--- config.mk ---
export PLATFORM = sky130hd
export DESIGN_NAME = pipeline_hazard_ctrl
export DESIGN_NICKNAME = d
export VERILOG_FILES = /design/src/rtl/pipeline_hazard_ctrl.sv
export SDC_FILE = /design/constraint.sdc
export NUM_CORES = 1
export LEC_CHECK = 0
export CORE_MARGIN = 1.5
export CORE_UTILIZATION = 45
export CTS_BUF_LIST = sky130_fd_sc_hd__clkbuf_8
export DETAILED_ROUTE_END_ITERATION = 10
export GPL_ROUTABILITY_DRIVEN = 0
export PLACE_DENSITY_LB_ADDON = 0.2
export SYNTH_ARGS = -nofsm -noshare
export SYNTH_HDL_FRONTEND = slang
export SYNTH_SLANG_ARGS = --single-unit
--- constraint.sdc ---
create_clock -name clk -period 1.85 [get_ports clk]
set_clock_uncertainty 0.2 [all_clocks]
set_input_delay 0.185 -clock clk [delete_from_list [all_inputs] [get_ports clk]]
set_output_delay 0.185 -clock clk [all_outputs]
set_load 0.02 [all_outputs]
--- src/rtl/pipeline_hazard_ctrl.sv ---
// Central stall/flush controller for the 5-stage pipeline: cache-wait freeze with
// split-completion tracking, load-use bubble, mispredict flush, saturating counters.
module pipeline_hazard_ctrl #(
  parameter int CNT_W = 32
) (
  input  logic             clk,
  input  logic             rst,
  input  logic             imem_req,
  input  logic             imem_resp,
  input  logic             dmem_req,
  input  logic             dmem_resp,
  input  logic [4:0]       id_rs1,
  input  logic [4:0]       id_rs2,
  input  logic             id_use_rs1,
  input  logic             id_use_rs2,
  input  logic [4:0]       ex_rd,
  input  logic             ex_is_load,
  input  logic             ex_mispredict,
  output logic             load_pc,
  output logic             load_if_id,
  output logic             load_id_ex,
  output logic             load_ex_mem,
  output logic             load_mem_wb,
  output logic             flush_if_id,
  output logic             flush_id_ex,
  output logic [CNT_W-1:0] stall_cycles,
  output logic [CNT_W-1:0] flush_count
);

  typedef enum logic [1:0] {RUN = 2'd0, HOLD_I = 2'd1, HOLD_D = 2'd2} state_t;

  state_t state, state_nxt;
  logic   i_wait, d_wait, freeze, load_use;

  // A hold state remembers which side already completed, so its wait term is masked.
  always_comb begin
    i_wait   = imem_req & ~imem_resp & (state != HOLD_I);
    d_wait   = dmem_req & ~dmem_resp & (state != HOLD_D);
    freeze   = i_wait | d_wait;
    load_use = ex_is_load & (ex_rd != 5'd0) &
               ((id_use_rs1 & (id_rs1 == ex_rd)) | (id_use_rs2 & (id_rs2 == ex_rd)));

    state_nxt = state;
    case (state)
      RUN: begin
        if (imem_req & imem_resp & d_wait)      state_nxt = HOLD_I;
        else if (dmem_req & dmem_resp & i_wait) state_nxt = HOLD_D;
      end
      HOLD_I:  if (dmem_resp) state_nxt = RUN;
      HOLD_D:  if (imem_resp) state_nxt = RUN;
      default: state_nxt = RUN;
    endcase
  end

  // Reset gates the Mealy outputs directly so they drop without a clock edge.
  always_comb begin
    load_pc     = 1'b0;
    load_if_id  = 1'b0;
    load_id_ex  = 1'b0;
    load_ex_mem = 1'b0;
    load_mem_wb = 1'b0;
    flush_if_id = 1'b0;
    flush_id_ex = 1'b0;
    if (rst && !freeze) begin
      load_pc     = 1'b1;
      load_if_id  = 1'b1;
      load_id_ex  = 1'b1;
      load_ex_mem = 1'b1;
      load_mem_wb = 1'b1;
      if (ex_mispredict) begin
        flush_if_id = 1'b1;
        flush_id_ex = 1'b1;
      end else if (load_use) begin
        load_pc     = 1'b0;
        load_if_id  = 1'b0;
        flush_id_ex = 1'b1;
      end
    end
  end

  always_ff @(posedge clk or negedge rst) begin
    if (!rst) state <= RUN;
    else      state <= state_nxt;
  end

  always_ff @(posedge clk or negedge rst) begin
    if (!rst) begin
      stall_cycles <= '0;
      flush_count  <= '0;
    end else begin
      if (freeze && (stall_cycles != '1))
        stall_cycles <= stall_cycles + CNT_W'(1);
      if (!freeze && ex_mispredict && (flush_count != '1))
        flush_count <= flush_count + CNT_W'(1);
    end
  end

endmodule

After elaboration in Yosys (flattened, before gate mapping) --
Index checks and enable logic that the tools add are counted.
Cells by class: reduce and logical (&&, ||, !) cells 8, add/subtract/negate cells 2, eq/ne operators 11, bitwise operators 16, multiplexer cells 14
Operator list (count):
- adder 32 x 1 -> 32 bit, second input constant | 2
- != test 32 bit, second input constant | 2
- AND 1 bit | 12
- equality test 5 bit | 2
- 2-to-1 mux 1 bit | 9
- 2-to-1 mux 2 bit | 4
- != test 2 bit, second input constant | 3
- one-hot mux 2 bit (3 select lines) | 1
- nonzero test 5 bit | 1
- logical AND 1 bit | 4
- != test 3 bit, second input constant | 1
- AND reduction 3 bit | 1
- equality test 2 x 1 -> 1 bit, second input constant | 1
- equality test 2 bit, second input constant | 1
- logical NOT 2 bit | 1
- != test 2 x 1 -> 1 bit, second input constant | 1
- inverter 1 bit | 2
- OR 1 bit | 2
- logical NOT 1 bit | 1
Storage, ports and cells: register bits 66, output and inout port bits 71, input port bits 25

Logic depth before layout (Yosys ltp) --
Gate-level depths: netlist of run 1.
word-level depth 7, mapped depth 8, gate-level depth less buffers 6

Worst setup path before layout of run 1 --
OpenSTA, ideal clock, no wires.
kind register to register, start point reg flush_count[14], end point reg flush_count[1], cell stages (with the launch flop) 7, library setup time 0.125 ns, arrival 1.847 ns, path slack -0.321 ns, required time 1.525 ns, cells stage by stage dfrtp_1 -> nand4_1 -> nor4_4 -> nand4_1 -> buf_2 -> nand2_1 -> mux2_2
Between the ends: word-level cells in the longest chain between the ends 2
Ends and longest elaborated chain:
- from (decl) | RTL line 27 | output logic [CNT_W-1:0] flush_count
- from (signal assigned) | RTL line 94 | flush_count <= flush_count + CNT_W'(1);
- != test 32 bit | RTL line 93 | if (!freeze && ex_mispredict && (flush_count != '1))
- logical AND 1 bit | RTL line 93
No other way between the ends. A chain may end at the register's enable or synchronous reset.

Worst setup path after layout of run 1 --
start point reg stall_cycles[13], end point reg stall_cycles[30]
Between the ends: word-level cells in the longest chain between the ends 2
Ends and longest elaborated chain:
- from (decl) | RTL line 26 | output logic [CNT_W-1:0] stall_cycles,
- from (signal assigned) | RTL line 92 | stall_cycles <= stall_cycles + CNT_W'(1);
- parallel branches: the longest is 2 deep, another holds adder 32 x 1 -> 32 bit
Several ways; the timed one is not identified.

==> results of run 1 <==
==> routing by layer <==
metal	share of wire (%)	wire [um]
met5	0	0
met4	4.5	620
met3	5.0	697
met2	54	7490
met1	37	5120
==> final cells by class <==
class,count,area [sq um],area share [%]
clock buffer,11,151,2.31
clock inverter,5,77.6,1.18
tap,99,124,1.89
inverter,4,15.0,0.229
sequential,66,1700,25.9
multi-input combinational,260,2310,35.2
timing repair buffer,230,2180,33.2
==> repair_timing <==
| action | 4_1_cts | 5_1_grt |
|---|---|---|
| setup endpoints to repair | 70 | 101 |
| buffers inserted | 9 | 17 |
| hold buffers | 1 | 0 |
| gates resized for setup | 116 | 105 |
| endpoints found under the hold margin | 66 | 0 |
| pin swaps | 41 | 69 |
| cloned | 2 | 0 |
==> logic make-up after synthesis <==
family                   after synthesis
AO/OA/AOI/OAI                         18
XOR/XNOR                              65
adder cells (fa/ha/maj)                2
buffers and inverters                 14
flip-flops                            66
multiplexers                           6
AND/OR/NAND/NOR                      168
==> sequential cells by signal, indices dropped and copies added, names as in the netlist <==
register	cells
flush_count	32
stall_cycles	32
state	2
==> per-stage QoR <==
stage / total power [W] / std cells / setup WS (ns) / hold WS (ns) / area, sq um
after floorplan: 0.00238 / 339 / -0.249 / -0.311 / 3680
after global routing: 0.00507 / 675 / -0.303 / 0.261 / 6560
after CTS: 0.00467 / 659 / -0.117 / 0.236 / 6040
after global placement: 0.00314 / 632 / -0.696 / 0.0569 / 5510
after detailed placement: 0.00319 / 632 / -0.796 / 0.0597 / 5510
final: 0.00492 / 675 / -0.235 / 0.241 / 6560
==> critical path, stage by stage, from the launching register on <==
cell and delay [ns]:
sky130_fd_sc_hd__dfrtp_1 0.38, sky130_fd_sc_hd__nand4_1 0.21, sky130_fd_sc_hd__nor3_4 0.23, sky130_fd_sc_hd__buf_4 0.14, sky130_fd_sc_hd__nand4_1 0.16, sky130_fd_sc_hd__nor3_2 0.29, sky130_fd_sc_hd__mux2_4 0.35
==> power by group through the flow <==
stage	clock, W	combinational [W]	sequential, W
2_1_floorplan	0	0.000359	0.00202
3_3_place_gp	0	0.00139	0.00175
3_5_place_dp	0	0.00142	0.00176
4_1_cts	0.00141	0.00151	0.00174
5_1_grt	0.00150	0.00175	0.00181
6_report	0.00144	0.00168	0.00180
==> layout by cell type (no fill, tap or decap), types with 4 or more instances in the layout <==
cell type / Yosys / final
sky130_fd_sc_hd__a21oi_1: 5 / 4
sky130_fd_sc_hd__and2_1: 7 / 4
sky130_fd_sc_hd__and3_1: 17 / 14
sky130_fd_sc_hd__buf_4: 3 / 100
sky130_fd_sc_hd__buf_6: 2 / 38
sky130_fd_sc_hd__clkbuf_8: 0 / 11
sky130_fd_sc_hd__clkdlybuf4s50_1: 0 / 30
sky130_fd_sc_hd__dfrtp_1: 66 / 27
sky130_fd_sc_hd__dfrtp_2: 0 / 39
sky130_fd_sc_hd__dlygate4sd2_1: 0 / 18
sky130_fd_sc_hd__dlymetal6s2s_1: 0 / 36
sky130_fd_sc_hd__inv_1: 4 / 5
sky130_fd_sc_hd__nand2_1: 26 / 20
sky130_fd_sc_hd__nand2_2: 1 / 4
sky130_fd_sc_hd__nand3_1: 29 / 21
sky130_fd_sc_hd__nand3_2: 0 / 6
sky130_fd_sc_hd__nand4_1: 29 / 29
sky130_fd_sc_hd__nor2_4: 1 / 5
sky130_fd_sc_hd__nor3_1: 18 / 5
sky130_fd_sc_hd__nor3_4: 0 / 12
sky130_fd_sc_hd__nor4_4: 2 / 8
sky130_fd_sc_hd__xnor2_1: 40 / 40
sky130_fd_sc_hd__xor2_1: 25 / 25
==> worst paths after layout <==
kind                       cells after the start             start  slack [ns]               end
hold reg to reg                                1   flush_count[28]        0.31   flush_count[28]
hold / removal                                 3               rst        0.24   flush_count[31]
min in group clk                               1   flush_count[28]        0.31   flush_count[28]
max in group asynchronous                      3               rst        0.64   flush_count[19]
setup / recovery                               6  stall_cycles[13]       -0.24  stall_cycles[30]
setup reg to reg                               6  stall_cycles[13]       -0.24  stall_cycles[30]
==> implementation parameters, run 1 <==
Parameter                              Value

Drt
  Routed wire length ... 13.9 mm
  Via density per instance ... 5.85
  Post-DRT Antenna Nets ... 0
  Drt first-iter violations ... 224
  Count of unresolved DRC violations after routing ... 0
  Number of search-and-repair iterations in the first detailed-routing pass ... 5
  Routed wire per std cell ... 20.6 um
  Overall via count from detail_route ... 3,947

Global route
  GR Util met3 ... 3.77%
  Busiest grt layer ... met2
  Maximum number of pins on one net before global-route repair ... 48
  Number of global-route vias before repair ... 3,706
  Gr usage total ... 27.9%
  Global-route wire length before repair ... 18.2 mm
  Global-route met1 utilization ... 33.9%
  Grt met2 use ... 49.8%
  Total congestion overflow ... 0
  Number of antenna violations at the first check in global routing ... 0

Timing
  Part of the cycle the worst path needs ... 113%
  Measured slew at the worst slew-check pin ... 0.598 ns
  Final Hold Fails ... 0
  Max Freq ... 0.480 GHz
  Setup repair after global routing missed its margin ... true
  Setup violation total in the final timing report ... 58
  Max-slew violations ... 0
  Time the worst path needs with I/O delays and setup ... 2.09 ns
  Setup TNS ... -6.25 ns
  Worst relative slew slack ... 60.2%
  Post-route worst setup slack ... -0.235 ns

Worst setup path
  Category of the most critical setup path ... reg -> reg
  Signal arrival time at the worst endpoint ... 2.13 ns
  Kind of start point of the critical path ... flip-flop
  Kind of end point of the critical path ... flip-flop
  Critical path required time ... 1.89 ns
  CP Max Fanout ... 2

Logic synthesis
  Combinational family with the most area after synthesis ... simple AND/OR/NAND/NOR gates
  Flop and latch count out of synthesis ... 66
  Number of flops mapped to enable cells by yosys ... 0
  Post-synthesis compound-gate area fraction ... 3.39%
  Combined area of all synthesized cells ... 3500 sq um
  Synthesized instance count ... 339
  Avg Cell Area, Syn ... 10.3 sq um
  Largest cells by area after synthesis ... sky130_fd_sc_hd__dfrtp_1 (47%), sky130_fd_sc_hd__xnor2_1 (10%), sky130_fd_sc_hd__xor2_1 (6.3%)
  Mux share of post-synthesis cell area ... 2.00%
  Most used flip-flop cell after synthesis ... sky130_fd_sc_hd__dfrtp_1
  Library cell occupying the most area in the post-synthesis netlist ... sky130_fd_sc_hd__dfrtp_1
  Async SR Flop Fraction ... 100%
  Fraction of synthesized cell area taken by the top area cell type ... 47.2%
  Synth top cells by count ... sky130_fd_sc_hd__dfrtp_1 (66), sky130_fd_sc_hd__xnor2_1 (40), sky130_fd_sc_hd__nand3_1 (29), sky130_fd_sc_hd__nand4_1 (29), sky130_fd_sc_hd__nand2_1 (26)
  Seq/Total Area, Yosys ... 47.2%
  Synthesized net count ... 366
  Simple-gate share of the synthesized area ... 28.1%
  Most repeated cell in the gate-level netlist after synthesis ... sky130_fd_sc_hd__dfrtp_1
  Count of warnings emitted by yosys ... 0
  Post-synthesis adder-cell area fraction ... 0.715%
  Parity-gate share of the synthesized area counting xor and xnor cells ... 16.3%
  Synth cell types ... 46

Die
  Initial Utilization ... 47.3%
  Width of the die ... 91.2 um
  Cell row count ... 31
  Std-Cell Core Area ... 7410 sq um
  I/O pin count ... 96
  Die height ... 91.2 um
  Overall die area ... 8320 sq um

Placement
  IO Port Bufs ... 95
  Half-perimeter wire length of the detailed placement result ... 7.34 mm

CTS
  Buffer type at the clock tree root ... sky130_fd_sc_hd__clkbuf_8
  Sink count of the clock tree ... 66
  TritonCTS buffer count ... 9
  Worst-Skew Late Latency ... 0.36 ns
  Clock slew at reported path FFs ... 0.08 ns
  Clock H-tree levels ... 3
  Maximum clock insertion buffer count ... 2
  TritonCTS clock tree ... done

Pwr
  Leakage dissipation ... 3.46 nW
  Fraction of power spent switching nets ... 32.7%
  Clk pwr share ... 29.4%
  Max IR drop VDD ... 682 uV
  Cell area power density ... 750 nW/um^2
  Switching power total ... 0.00161 W
  Fraction of power consumed by combinational cells ... 34.0%
  Sequential power share ... 36.6%
  Total internal power ... 0.00331 W

Job
  Max-cap violations ... 0

Layout
  Fillers ... 311
  Fraction of final layout cells with drive strength greater than 1 ... 47.4%
  Synth-to-layout area growth ... 87.4%
  Final Core Density ... 88.6%
  Antenna diode instance count ... 0
  Number of nets in the layout ... 598

Status
  Run status ... finished with violations
  Violated checks ... negative setup slack

Min path
  Min-delay worst type ... in -> async
No activity file was read; power rests on OpenSTA's default activity.
==> inputs of run 2 (changes only) <==
Settings changed: ABC_AREA set to 1, CORE_UTILIZATION 45 to 48, SLEW_MARGIN set to 20.
==> run 2 against run 1 <==
  * Wire length is 5.4% higher
  * The run still ends with negative setup slack left
  * Critical path type is now reg -> out
  * Via count is 36% higher
  * Power fell by 3.0%
  * First-iteration DRC count is 23% higher
  * Largest power group is now combinational logic
  * Sequential power barely moved
==> implementation parameters, run 2 <==
Parameter                              Value

Die
  Overall die area ... 10,500 sq um
  I/O pin count ... 96
  Die height ... 102 um
  Initial Utilization ... 48.8%
  Cell row count ... 36
  Std-Cell Core Area ... 9680 sq um
  Width of the die ... 102 um

Pwr
  Max IR drop VDD ... 374 uV
  Total power after layout ... 0.00478 W
  Leakage dissipation ... 4.16 nW
  Cell area power density ... 685 nW/um^2

Worst setup path
  Slowest-stage cell, CP ... sky130_fd_sc_hd__dfrtp_1
  Kind of end point of the critical path ... primary output
  Category of the most critical setup path ... reg -> out
  Worst R2R Start ... stall_cycles[1]
  Maximum single-stage delay on the critical path ... 0.43 ns
  Most frequent cell on the critical path ... sky130_fd_sc_hd__inv_2
  Critical path required time ... 1.46 ns
  Worst path cell trace ... inv_2 -> nand2_1 -> nand3_2 -> nand2_2 -> inv_2 -> nand2_2 -> inv_2 -> nand3_2 -> o21ai_1 -> buf_4
  Worst setup path startpoint ... state[1]
  CP Max Fanout ... 3
  Kind of start point of the critical path ... flip-flop
  Signal arrival time at the worst endpoint ... 1.53 ns

Timing
  Max Freq ... 0.523 GHz
  Part of the cycle the worst path needs ... 103%
  Time the worst path needs with I/O delays and setup ... 1.91 ns
  Setup violation total in the final timing report ... 6
  Worst relative slew slack ... 41.6%
  Post-route worst setup slack ... -0.0634 ns
  Max-slew violations ... 0
  Setup repair after global routing missed its margin ... true
  Worst hold-check slack ... 0.367 ns
  Final Hold Fails ... 0
  Measured slew at the worst slew-check pin ... 0.875 ns

Drt
  Overall via count from detail_route ... 5,376
  Routed wire length ... 14.7 mm
  Count of unresolved DRC violations after routing ... 0
  Drt first-iter violations ... 276
  Number of search-and-repair iterations in the first detailed-routing pass ... 5
  Via density per instance ... 5.05
  Post-DRT Antenna Nets ... 0
  Routed wire per std cell ... 13.8 um

Placement
  Half-perimeter wire length of the detailed placement result ... 10.4 mm
  IO Port Bufs ... 95
  Post-placement setup slack ... -0.472 ns
  Total instance count after detailed placement ... 1,025

Min path
  Startpoint of the tightest hold check path ... flush_count[12]
  Min-delay worst type ... reg -> reg

Layout
  Final Core Density ... 72.0%
  Antenna diode instance count ... 0
  Largest registers ranked by flip-flop count ... flush_count (32), stall_cycles (32), state (2)
  Leading cell types in the layout, fill and taps excluded ... sky130_fd_sc_hd__nand2_1 (369), sky130_fd_sc_hd__nor2_1 (92), sky130_fd_sc_hd__buf_4 (87)
  Synth-to-layout area growth ... 47.4%
  Most common cell after layout, fill and taps aside ... sky130_fd_sc_hd__nand2_1
  Post-layout instance count excluding filler cells ... 1,064
  Fraction of final layout cells with drive strength greater than 1 ... 20.4%
  Number of nets in the layout ... 953

Status
  Run status ... finished with violations
  Violated checks ... negative setup slack

CTS
  Buffer type at the clock tree root ... sky130_fd_sc_hd__clkbuf_8
  TritonCTS clock tree ... done
  TritonCTS buffer count ... 9
  Worst-Skew Late Latency ... 0.36 ns
  Clock slew at reported path FFs ... 0.09 ns
  Maximum clock insertion buffer count ... 2
  Sink count of the clock tree ... 66
  Clock H-tree levels ... 3

Global route
  Global-route wire length before repair ... 22.6 mm
  Maximum number of pins on one net before global-route repair ... 67
  Number of global-route vias before repair ... 4,982
  Number of antenna violations at the first check in global routing ... 0
  Total congestion overflow ... 0
  Gr usage total ... 27.6%

Logic synthesis
  Synthesized instance count ... 738
  Most repeated cell in the gate-level netlist after synthesis ... sky130_fd_sc_hd__nand2_1
  Synth top cells by count ... sky130_fd_sc_hd__nand2_1 (377), sky130_fd_sc_hd__nor2_1 (102), sky130_fd_sc_hd__dfrtp_1 (66), sky130_fd_sc_hd__inv_1 (50), sky130_fd_sc_hd__nand3b_1 (27)
  Count of warnings emitted by yosys ... 0
  Flop and latch count out of synthesis ... 66
  Fraction of synthesized cell area taken by the top area cell type ... 34.9%
  Largest cells by area after synthesis ... sky130_fd_sc_hd__dfrtp_1 (35%), sky130_fd_sc_hd__nand2_1 (30%), sky130_fd_sc_hd__nor2_1 (8.1%)
  Avg Cell Area, Syn ... 6.41 sq um
  Async SR Flop Fraction ... 100%
  Synth cell types ... 27
  Combined area of all synthesized cells ... 4730 sq um
  Synthesized net count ... 765
  Number of flops mapped to enable cells by yosys ... 0
  Most used flip-flop cell after synthesis ... sky130_fd_sc_hd__dfrtp_1
  Library cell occupying the most area in the post-synthesis netlist ... sky130_fd_sc_hd__dfrtp_1
  Seq/Total Area, Yosys ... 34.9%

Job
  Max-cap violations ... 0
[run 2: changes by cell type after synthesis, sizes merged, moves of 16 or more]
cell    delta
and3      -17
inv       +52
nand2    +363
nand3b    +26
nand4     -22
nor2     +100
nor3      -18
o21ai     +16
xnor2     -28
[run 2: kinds of logic after synthesis]
family,synth area share (%)
buffers and inverters,7.01
AOI/OAI and AO/OA,2.67
DFF,34.9
and+or+nand+nor,49.7
xor gates and xnor gates,5.19
adders and majority gates,0.529
[run 2: layout make-up]
class,instances,area (sq um)
timing repair buffer,190,1860
multi-input combinational,603,2870
clock inverter,5,37.5
clock buffer,11,151
tap,133,166
sequential,66,1660
inverter,56,223
fill,782,2710
[run 2: where the power goes]
group	switching [W]	internal [W]	leakage, nW
logic	0.000924	0.000875	3.17
registers	0.000172	0.00160	0.896
clock network	0.000640	0.000565	0.0919
total	0.00174	0.00304	4.16
[run 2: worst paths after layout]
check                              endpoint  slack (ns)  cells after the start
min in group asynchronous  stall_cycles[13]        0.48                      3
max in group asynchronous   flush_count[13]        0.34                      3
hold / removal              flush_count[12]        0.37                      2
setup / recovery                flush_id_ex       -0.06                     10
setup reg to reg            stall_cycles[1]        0.01                     11
hold reg to reg             flush_count[12]        0.37                      2
[run 2: metrics by stage]
step	TNS [ns]	area (sq um)
2_1_floorplan	0	4750
3_3_place_gp	-4.73	6330
3_5_place_dp	-6.18	6330
4_1_cts	-0.0604	6590
5_1_grt	-1.47	6970
6_report	-0.212	6970
[run 2: timing repair]
action,in CTS,in global routing
buffers inserted,9,9
hold endpoints to repair,66,0
resized for setup,62,81
cloned,0,4
setup endpoints to repair,21,111
hold buffers,1,0
pin swaps,2,11
[run 2: layer usage]
layer	vias up	share of wire, %	track usage [%]
met2	225	46	44.5
met4	0	1.8	9.80
met5	-	0	0
li1	2636	-	-
met1	2489	43	37.5
met3	26	8.3	4.51
[run 2: worst max-delay path, delay by kind of cell, from the launching register on]
kind                   cells  cell delay (ns)
AOI/OAI and AO/OA          1             0.07
buffers and inverters      4             0.37
DFF                        1             0.43
and+or+nand+nor            5             0.33
==> inputs of run 3 (changes only) <==
Settings changed: CORE_UTILIZATION 48 to 40.
==> run 3 against run 2 <==
  * The run still ends with negative setup slack left
  * Maximum frequency shrank 4.1%
  * Non-clock buffer count grew 20
  * Clock power is essentially flat
  * First-iteration DRC count grew 12%
  * Largest cell class unchanged
  * Highest routed layer unchanged
  * Critical endpoint unchanged
  * Final cell count grew 2.8%
  * Register-to-register slack lost 0.07 ns
  * Critical path type unchanged
  * Worst hold slack lost 0.053 ns
  * Global-route usage shrank 3.8 points
  * Power grew 4.0%
==> implementation parameters, run 3 (synthesis gave the netlist of run 2 again) <==
Parameter                              Value

CTS
  Clock slew at reported path FFs ... 0.08 ns
  Sink count of the clock tree ... 66
  TritonCTS buffer count ... 9
  Maximum clock insertion buffer count ... 2
  Buffer type at the clock tree root ... sky130_fd_sc_hd__clkbuf_8
  TritonCTS clock tree ... done
  Clock H-tree levels ... 3
  Worst-Skew Late Latency ... 0.36 ns

Timing
  Final Hold Fails ... 0
  Setup repair after global routing missed its margin ... true
  Worst relative slew slack ... 75.3%
  Setup TNS ... -1.85 ns
  Post-route worst setup slack ... -0.146 ns
  Max-slew violations ... 0
  Measured slew at the worst slew-check pin ... 0.370 ns
  Setup violation total in the final timing report ... 32
  Part of the cycle the worst path needs ... 108%
  Max Freq ... 0.501 GHz
  Time the worst path needs with I/O delays and setup ... 2.00 ns

Drt
  Routed wire length ... 15.3 mm
  Via density per instance ... 4.92
  Overall via count from detail_route ... 5,379
  Post-DRT Antenna Nets ... 0
  Routed wire per std cell ... 14.0 um
  Drt first-iter violations ... 310
  Number of search-and-repair iterations in the first detailed-routing pass ... 5
  Count of unresolved DRC violations after routing ... 0

Placement
  Half-perimeter wire length of the detailed placement result ... 10.7 mm
  IO Port Bufs ... 95

Worst setup path
  Category of the most critical setup path ... reg -> out
  Kind of end point of the critical path ... primary output
  CP Max Fanout ... 3
  Signal arrival time at the worst endpoint ... 1.61 ns
  Critical path required time ... 1.46 ns
  Kind of start point of the critical path ... flip-flop

Layout
  Antenna diode instance count ... 0
  Most common cell after layout, fill and taps aside ... sky130_fd_sc_hd__nand2_1
  Final Core Density ... 62.9%
  Area occupied by multi-input gates ... 2900 sq um
  Number of nets in the layout ... 973
  Fillers ... 1,017
  Sequential cell area ... 1660 sq um
  Largest registers ranked by flip-flop count ... flush_count (32), stall_cycles (32), state (2)
  Synth-to-layout area growth ... 52.4%
  Fraction of final layout cells with drive strength greater than 1 ... 22.5%
  Leading cell types in the layout, fill and taps excluded ... sky130_fd_sc_hd__nand2_1 (366), sky130_fd_sc_hd__buf_4 (94), sky130_fd_sc_hd__nor2_1 (92)

Status
  Violated checks ... negative setup slack
  Run status ... finished with violations

Job
  Max-cap violations ... 0

Die
  Cell row count ... 39
  Std-Cell Core Area ... 11,500 sq um
  Die height ... 112 um
  Overall die area ... 12,500 sq um
  Initial Utilization ... 41.2%
  I/O pin count ... 96
  Width of the die ... 112 um

Pwr
  Leakage dissipation ... 4.19 nW
  Max IR drop VDD ... 480 uV
  Cell area power density ... 689 nW/um^2

Global route
  Maximum number of pins on one net before global-route repair ... 67
  Gr usage total ... 23.8%
  Number of antenna violations at the first check in global routing ... 0
  Number of global-route vias before repair ... 5,132
  Total congestion overflow ... 0
  Global-route wire length before repair ... 24.0 mm

Min path
  Min-delay worst type ... in -> async
## run 3: changes by cell type in the layout (fill, tap and decap cells not counted), sizes merged, moves of 2 or more
cell           before  now
buf                99  117
clkinv              2    0
inv                57   60
clkdlybuf4s50      30   28
dlygate4sd2        16   28
dlymetal6s2s       41   31
## run 3: final timing paths
| check | startpoint | to | slack (ns) | cells after the start |
|---|---|---|---|---|
| max in group asynchronous | rst | flush_count[8] | 0.81 | 3 |
| setup reg to reg | stall_cycles[1] | stall_cycles[27] | -0.06 | 11 |
| setup / recovery | state[1] | flush_id_ex | -0.15 | 10 |
| min in group clk | imem_req | state[0] | 0.36 | 3 |
| hold / removal | rst | stall_cycles[12] | 0.31 | 3 |
| hold reg to reg | stall_cycles[30] | stall_cycles[30] | 0.36 | 2 |
## run 3: timing repair
| action | in CTS | in global routing |
|---|---|---|
| gates resized for setup | 81 | 87 |
| cloned | 0 | 7 |
| hold buffers | 1 | 0 |
| endpoints found under the hold margin | 66 | 0 |
| pin swaps | 5 | 11 |
| endpoints found under the setup margin | 45 | 101 |
| buffers inserted | 21 | 16 |
## run 3: per-stage QoR
step,setup slack [ns],cell area (sq um),std cells,hold WS [ns],power [W]
finish,-0.146,7210,1094,0.314,0.00497
global route,-0.214,7210,1094,0.353,0.00522
CTS,-0.0774,6730,1075,0.321,0.00468
detailed placement,-0.476,6370,1037,0.128,0.00338
global placement,-0.422,6370,1037,0.128,0.00334
floorplan,0.00199,4750,738,-0.311,0.00262
## run 3: report_power, final
| part | leakage (nW) | internal, W | switching, W |
|---|---|---|---|
| logic | 3.19 | 0.000983 | 0.000990 |
| clock network | 0.107 | 0.000640 | 0.000580 |
| registers | 0.893 | 0.00160 | 0.000169 |
## run 3: routing by layer
layer	up-vias	share of wire [%]	GRT usage, %
met5	-	0	0
met4	0	1.8	9.11
met3	21	8.7	5.39
met2	207	45	37.5
met1	2474	44	32.0
li1	2677	-	-
## run 3: critical path, cell delays in order (launching register included)
cell	delay [ns]
sky130_fd_sc_hd__dfrtp_1	0.43
sky130_fd_sc_hd__buf_6	0.14
sky130_fd_sc_hd__nand2_4	0.07
sky130_fd_sc_hd__nand3_2	0.08
sky130_fd_sc_hd__nand2_2	0.11
sky130_fd_sc_hd__inv_2	0.05
sky130_fd_sc_hd__nand2_4	0.07
sky130_fd_sc_hd__inv_4	0.04
sky130_fd_sc_hd__nand3_2	0.05
sky130_fd_sc_hd__o21ai_1	0.06
sky130_fd_sc_hd__buf_4	0.16
## run 3: area by class of cell
type	instances	area share (%)
clock buffers	10	1.91
clock inverters	6	0.729
flip-flops and latches	66	23.1
well taps	143	2.48
repair buffers	210	28.4
inverters	56	3.12
multi-input cells	603	40.2
